File: config.mk
export PLATFORM = sky130hd
export DESIGN_NAME = gcd_controller
export DESIGN_NICKNAME = d
export VERILOG_FILES = /design/src/rtl/gcd_pkg.sv /design/src/rtl/gcd_iter_cnt.sv /design/src/rtl/gcd_controller.sv
export SDC_FILE = /design/constraint.sdc
export NUM_CORES = 1
export LEC_CHECK = 0
export ABC_AREA = 1
export CORE_ASPECT_RATIO = 0.75
export CORE_MARGIN = 5
export CORE_UTILIZATION = 50
export DETAILED_ROUTE_END_ITERATION = 10
export PLACE_DENSITY = 0.88
export SLEW_MARGIN = 5
export SYNTH_ARGS = -nofsm -noshare
export SYNTH_HDL_FRONTEND = slang
export SYNTH_SLANG_ARGS = --single-unit
File: constraint.sdc
create_clock -name clk -period 3.4 [get_ports clk]
set_input_delay 0.51 -clock clk [delete_from_list [all_inputs] [get_ports clk]]
set_output_delay 0.51 -clock clk [all_outputs]
set_load 0.05 [all_outputs]
File: src/rtl/gcd_pkg.sv
// Shared definitions for the GCD controller slice: state encoding and parameter defaults.
package gcd_pkg;

  localparam int unsigned GCD_WIDTH    = 16;
  localparam int unsigned GCD_MAX_ITER = 16'hFFFF;

  typedef enum logic [2:0] {
    IDLE   = 3'd0,
    LOAD_A = 3'd1,
    LOAD_B = 3'd2,
    CALC   = 3'd3,
    DONE   = 3'd4,
    ERR    = 3'd5
  } gcd_state_e;

endpackage

File: src/rtl/gcd_iter_cnt.sv
// Subtraction counter for the GCD controller: clear, saturating increment, limit flag.
module gcd_iter_cnt
  import gcd_pkg::*;
#(
  parameter int unsigned WIDTH    = GCD_WIDTH,
  parameter int unsigned MAX_ITER = GCD_MAX_ITER
) (
  input  logic             clk,
  input  logic             rst_n,
  input  logic             clr,
  input  logic             inc,
  output logic [WIDTH-1:0] count,
  output logic             at_limit
);

  // High when the next increment would make the count equal MAX_ITER.
  assign at_limit = (count == WIDTH'(MAX_ITER - 1));

  always_ff @(posedge clk or negedge rst_n) begin
    if (!rst_n) begin
      count <= '0;
    end else if (clr) begin
      count <= '0;
    end else if (inc && (count != '1)) begin
      count <= count + WIDTH'(1);
    end
  end

endmodule

File: src/rtl/gcd_controller.sv
// Control FSM for a subtractive GCD datapath: loads operands, steers the subtractor,
// and reports completion or an iteration-limit error.
module gcd_controller
  import gcd_pkg::*;
#(
  parameter int unsigned WIDTH    = GCD_WIDTH,
  parameter int unsigned MAX_ITER = GCD_MAX_ITER
) (
  input  logic             clk,
  input  logic             rst_n,
  input  logic             start,
  input  logic             gt,
  input  logic             lt,
  input  logic             eq,
  output logic             ldA,
  output logic             ldB,
  output logic             sel1,
  output logic             sel2,
  output logic             sel_in,
  output logic             busy,
  output logic             done,
  output logic             err,
  output logic [WIDTH-1:0] iter_count
);

  gcd_state_e state_q, state_d;
  logic       cnt_clr, cnt_inc, cnt_at_limit;

  gcd_iter_cnt #(
    .WIDTH   (WIDTH),
    .MAX_ITER(MAX_ITER)
  ) u_iter_cnt (
    .clk     (clk),
    .rst_n   (rst_n),
    .clr     (cnt_clr),
    .inc     (cnt_inc),
    .count   (iter_count),
    .at_limit(cnt_at_limit)
  );

  always_ff @(posedge clk or negedge rst_n) begin
    if (!rst_n) state_q <= IDLE;
    else        state_q <= state_d;
  end

  always_comb begin
    state_d = state_q;
    ldA     = 1'b0;
    ldB     = 1'b0;
    sel1    = 1'b0;
    sel2    = 1'b0;
    sel_in  = 1'b0;
    done    = 1'b0;
    err     = 1'b0;
    cnt_clr = 1'b0;
    cnt_inc = 1'b0;
    busy    = (state_q != IDLE);
    unique case (state_q)
      IDLE: begin
        if (start) begin
          state_d = LOAD_A;
          cnt_clr = 1'b1;
        end
      end
      LOAD_A: begin
        ldA     = 1'b1;
        sel_in  = 1'b1;
        state_d = LOAD_B;
      end
      LOAD_B: begin
        ldB     = 1'b1;
        sel_in  = 1'b1;
        state_d = CALC;
      end
      CALC: begin
        // eq wins over gt/lt; with no status bit high the state simply holds.
        if (eq) begin
          state_d = DONE;
        end else if (gt) begin
          ldA     = 1'b1;
          sel1    = 1'b1;
          cnt_inc = 1'b1;
          if (cnt_at_limit) state_d = ERR;
        end else if (lt) begin
          ldB     = 1'b1;
          sel2    = 1'b1;
          cnt_inc = 1'b1;
          if (cnt_at_limit) state_d = ERR;
        end
      end
      DONE: begin
        done    = 1'b1;
        state_d = IDLE;
      end
      ERR: begin
        err     = 1'b1;
        state_d = IDLE;
      end
      default: state_d = IDLE;
    endcase
  end

endmodule
==> impl_results.md, run 1 <==
- Outcome: completed
- Area of the multi-input gates: 698 um2
- Max-slew headroom: 0.450
- Grt met3 use: 0.0786
- First-pass GRT wire length: 5.80 mm
- Post-route antenna net violation count: 0
- Final Max Tran Viols: 0
- Cell Pwr Density: 576 mW/mm2
- Drt via density: 5.40
- Sequential share of the synthesized area: 0.377
- Crit-path cells: inv_2 -> nand3_1 -> nor2_1 -> inv_1 -> o21ai_0 -> clkdlybuf4s50_1
- M1 GR Usage: 0.280
- Critical path's slowest cell: clkdlybuf4s50_1
- Lkg Pwr: 0.000739 uW
- Tcrit/Tclk final: 0.810
- IO buf count: 29
- Crit path arrival time: 2.24 ns
- Max cap viols: 0
- Drt wl/cell: 13.7 um
- RSZ-0062 raised after global routing: no
- Setup Skew: 0.00929 ns
- Fill cell count: 184
- Initial core utilization: 0.537
- Setup crit end kind: output pin
- Worst Max-Slew Pin Slew: 0.822 ns
- Largest net degree at the start of global routing: 20
- Post CTS Setup Buffer Count: 0
- Hold-fix buffers at CTS: 0
- Horiz. Die Dim: 68.0 um
- Nets: 218
- Root buffer cell: clkbuf_4
- H-tree Lvls: 1
- Clock Power Share: 0.131
- Min Tclk post-route: 2.75 ns
- Number of global-route vias before repair: 1234
- Post-CTS resize count: 0
- GR Overflow Total: 0
- Worst skew pair latency: 0.31 ns
- Gr usage total: 0.214
- Final hold vios: 0
- GR Util met2: 0.331
- Tot Pwr: 920 uW
- Total inserted antenna cells: 0
- Final Setup Violations: 0
- Yosys reg bits: 19
- Die ar.: 0.00363 mm2
- Cell count after synthesis: 179
- CTS clk-pin slew, worst paths: 0.11 ns
- Critical Path RT: 2.89 ns
- Critical path's largest stage delay: 0.83 ns
- Sw Ratio: 0.517
- Yosys top cell by area: dfrtp_1
- Worst-path fanout max: 7
- Setup TNS: 0 ns
- Core area: 0.00235 mm2
- Drt initial violations: 136
- Vias: 1313
- CP startpoint kind: flop
- FF/Latch Area: 475 um2
- Detailed-router iteration count before antenna repair: 4
- Layout cell share with drive strength beyond 1: 0.0574
- Clock Sinks: 19
- CTS tree: yes
- Comb pwr share: 0.552
- Commonest non-fill, non-tap cells in the layout: 60 x nand2_1, 29 x clkdlybuf4s50_1, 22 x nor2_1
- Cell Rows: 15
- Num CTS Buffers: 3
- Initial antenna violation count: 0
- GPL Wtd Cong: 0.910
- Vert. Die Dim: 53.5 um
- Mapped Area: 0.00126 mm2
- Crit path kind: flop to output pin
- Commonest non-fill, non-tap cell in the layout: nand2_1
- Clk buf depth: 2
- P_sw: 475 uW
- Synth top area share: 0.377
- FMAX: 363 MHz
- Hpwl dp: 2.48 mm
- Maximum VDD drop: 378 uV
- # DRC: 0
- Ys Warns: 0
- Post-synth net total: 187
- Synth unique cells: 22
- Drt total wl: 3.32 mm
- Syn_area_per_cell: 7.04 um2
- Top cells by area, synth: dfrtp_1 38%, nand2_1 18%, nand3_1 7.1%, nor2_1 6.6%, nand4_1 5.5%
- IO Pins: 30
- Sequential share of power: 0.317
- GR peak layer: met2
- P_int: 444 uW
- Layout area overhead: 26.7%
- Worst Hold Class: flop to flop
[power groups by stage]
stage | registers [uW] | logic, uW | clock network [uW]
floorplan | 328 | 320 | 0
global placement | 291 | 495 | 0
detailed placement | 294 | 507 | 0
CTS | 290 | 509 | 123
global route | 297 | 547 | 129
finish | 291 | 508 | 121
[registers in the layout, summed over array words and instances (netlist names)]
signal	cells
u_iter_cnt.count	16
state_q	3
[synth_stat cells]
library cell  count
nand3_2           1
o21ai_0           7
nor2_4            4
xor2_1            6
ha_1              2
nand2_1          60
nand2_4           1
buf_4             1
inv_2             1
nor3_1            2
o21bai_1          2
nor2_1           22
dfrtp_1          19
clkbuf_1          1
xnor2_1           1
nor2_2            1
nand3_1          18
a31oi_1           1
or2_2             1
nand4_1          11
buf_6             1
inv_1            16
[per-stage QoR]
| stage | instances | hold slack (ns) | cell area [um2] | worst slack (ns) | utilization |
|---|---|---|---|---|---|
| after floorplan | 179 | 0.214 | 1260 | 1.02 | - |
| after global placement | 239 | 0.540 | 1570 | 0.731 | 0.669 |
| after detailed placement | 239 | 0.559 | 1570 | 0.654 | 0.669 |
| after CTS | 243 | 0.584 | 1600 | 0.645 | 0.681 |
| after global routing | 243 | 0.625 | 1600 | 0.505 | 0.681 |
| final | 243 | 0.580 | 1600 | 0.646 | 0.681 |
[worst max-delay path: cells and delay by family (launching register included)]
kind / cells / cell delay [ns]
AO/OA/AOI/OAI: 1 / 0.17
buffers and inverters: 3 / 1.07
flip-flops: 1 / 0.39
AND/OR/NAND/NOR: 2 / 0.29
[area by class of cell]
type,count,area share
Multi-Input combinational cell,140,0.437
Sequential cell,19,0.298
Timing Repair Buffer,29,0.182
Inverter,17,0.0400
Tap cell,34,0.0266
Clock buffer,4,0.0165
[cells by family after synthesis]
kind of cell	Yosys count	share of synthesized area
simple gates	121	0.441
buf+inv	20	0.0685
flops	19	0.377
compound gates	10	0.0447
xor+xnor	7	0.0487
fa+ha+maj	2	0.0199
[final timing paths]
kind	start	to	slack (ns)	cells after the start
setup / recovery	state_q[2]$_DFFE_PN0P_	ldB	0.65	6
hold / removal	u_iter_cnt.count[15]$_DFFE_PN0P_	u_iter_cnt.count[15]$_DFFE_PN0P_	0.58	2
setup reg to reg	u_iter_cnt.count[1]$_DFFE_PN0P_	u_iter_cnt.count[11]$_DFFE_PN0P_	1.59	9
hold reg to reg	u_iter_cnt.count[15]$_DFFE_PN0P_	u_iter_cnt.count[15]$_DFFE_PN0P_	0.58	2
max in group asynchronous	rst_n	u_iter_cnt.count[13]$_DFFE_PN0P_	2.23	1
min in group asynchronous	rst_n	u_iter_cnt.count[0]$_DFFE_PN0P_	0.66	1
[per-layer routing]
layer,vias to the layer above,wire [um]
met5,-,0
met4,0,23
met3,5,248
met2,48,1610
met1,622,1440
li1,638,-
No activity file was read; power rests on OpenSTA's default activity.
==> run 2, diff against run 1 <==
--- a/config.mk
+++ b/config.mk
@@ -8,9 +8,9 @@
 export ABC_AREA = 1
 export CORE_ASPECT_RATIO = 0.75
 export CORE_MARGIN = 5
-export CORE_UTILIZATION = 50
+export CORE_UTILIZATION = 49
 export DETAILED_ROUTE_END_ITERATION = 10
-export PLACE_DENSITY = 0.88
+export PLACE_DENSITY = 0.87
 export SLEW_MARGIN = 5
 export SYNTH_ARGS = -nofsm -noshare
 export SYNTH_HDL_FRONTEND = slang
==> constraint.sdc (replaced) <==
create_clock -name clk -period 2.65 [get_ports clk]
set_input_delay 0.3975 -clock clk [delete_from_list [all_inputs] [get_ports clk]]
set_output_delay 0.3975 -clock clk [all_outputs]
set_load 0.05 [all_outputs]
==> run 2 against run 1 <==
Combinational power up 28%. Register-to-register slack worse by 0.76 ns. Sequential power up 27%. Largest power group unchanged.
==> impl_results.md, run 2 (same netlist as run 1, synthesis figures left out) <==
- Outcome: completed
- Hpwl dp: 2.41 mm
- Lkg Pwr: 0.000750 uW
- Max reg flops: 16
- Cells on worst reg2reg path: 9
- Worst skew pair latency: 0.30 ns
- Critical Path RT: 2.25 ns
- Commonest non-fill, non-tap cell in the layout: nand2_1
- First-pass GRT wire length: 5.22 mm
- Core area: 0.00238 mm2
- Setup crit end kind: output pin
- Final Setup Violations: 0
- IO buf count: 29
- Setup Skew: 0.0139 ns
- Post-CTS resize count: 0
- Worst Max-Slew Pin Slew: 0.858 ns
- Flop2flop setup slack: 0.83 ns
- Final Max Tran Viols: 0
- CTS tree: yes
- GPL Wtd Cong: 0.918
- RSZ-0062 raised after global routing: no
- Final hold vios: 0
- Clk buf depth: 2
- Initial core utilization: 0.529
- Worst Hold Class: input pin to async pin
- Cell Rows: 15
- IO Pins: 30
- GR Overflow Total: 0
- Min Tclk post-route: 2.28 ns
- Crit path arrival time: 1.89 ns
- CTS clk-pin slew, worst paths: 0.11 ns
- Post-Layout Inst Area: 0.00159 mm2
- Detailed-router iteration count before antenna repair: 4
- Root buffer cell: clkbuf_4
- Drt wl/cell: 12.8 um
- Worst-path fanout max: 4
- Reg-to-reg startpoint: u_iter_cnt.count[1]$_DFFE_PN0P_
- Crit path from: state_q[0]$_DFFE_PN0P_
- Number of global-route vias before repair: 1126
- Drt total wl: 3.12 mm
- CP startpoint kind: flop
- Clock Sinks: 19
- Gr usage total: 0.193
- Drt initial violations: 90
- # DRC: 0
- Layout cell share with drive strength beyond 1: 0.0810
- Layout area overhead: 26.5%
- Num CTS Buffers: 3
- Largest regs: u_iter_cnt.count: 16 flops, state_q: 3 flops
- Placed inst area: 0.00157 mm2
- Nets: 219
- Horiz. Die Dim: 68.6 um
- Post-route antenna net violation count: 0
- Tcrit/Tclk final: 0.862
- Cell Pwr Density: 730 mW/mm2
- Die ar.: 0.00370 mm2
- Hold-fix buffers at CTS: 0
- Vert. Die Dim: 53.9 um
- Commonest non-fill, non-tap cells in the layout: 60 x nand2_1, 25 x clkdlybuf4s50_1, 22 x nor2_1
- FF-to-FF End: u_iter_cnt.count[10]$_DFFE_PN0P_
- Initial antenna violation count: 0
- H-tree Lvls: 1
- Drt via density: 5.30
- Total inserted antenna cells: 0
- Maximum VDD drop: 536 uV
- Crit path kind: flop to output pin
- FMAX: 438 MHz
- Vias: 1293
- Largest Register: u_iter_cnt.count
- Post CTS Setup Buffer Count: 0
- Setup TNS: 0 ns
- Max-slew headroom: 0.426
- Largest net degree at the start of global routing: 20
- Max cap viols: 0
run 2: cell types whose count changed in the layout (fill, tap and decap cells not counted):
| cell | delta |
|---|---|
| buf_4 | +5 |
| clkdlybuf4s50_1 | -4 |
run 2: worst max path at each step:
| stage | slack [ns] | to |
|---|---|---|
| floorplan | 0.38 | ldA |
| CTS | 0.37 | sel_in |
| detailed placement | 0.71 | sel_in |
| global route | 0.30 | sel_in |
| finish | 0.37 | sel_in |
| global placement | 0.77 | sel_in |
run 2: through the flow:
step / hold WS (ns) / power (uW) / setup slack (ns) / std cells / utilization
2_1_floorplan: 0.102 / 831 / 0.384 / 179 / -
4_1_cts: 0.584 / 1170 / 0.367 / 244 / 0.669
3_3_place_gp: 0.538 / 1000 / 0.773 / 240 / 0.658
3_5_place_dp: 0.557 / 1020 / 0.707 / 240 / 0.658
6_report: 0.570 / 1160 / 0.367 / 244 / 0.669
5_1_grt: 0.629 / 1230 / 0.296 / 244 / 0.669
run 2: area by class of cell:
type,count,area (um2)
fill,202,790
multi-input combinational,140,698
sequential,19,475
timing repair buffer,30,288
inverter,17,63.8
tap,34,42.5
clock buffer,4,26.3
run 2: per-layer routing:
layer  up-vias  wire, um  GRT usage
li1        640         -          -
met1       612      1390      0.250
met2        39      1490      0.319
met3         2       223     0.0564
met4         0        19     0.0429
met5         -         0          0
run 2: where the power goes:
group,internal (uW),switching (uW),leakage (uW),total (uW)
Sequential,329,41.4,0.000260,370
Clock,58.6,87.9,0.0000150,147
Combinational,182,466,0.000475,648
Total,569,595,0.000750,1160
run 2: critical path: stages, from the launching register on:
cell and delay [ns]:
dfrtp_1 0.43, inv_1 0.12, nand3_1 0.15, nand2_1 0.09, clkdlybuf4s50_1 0.81
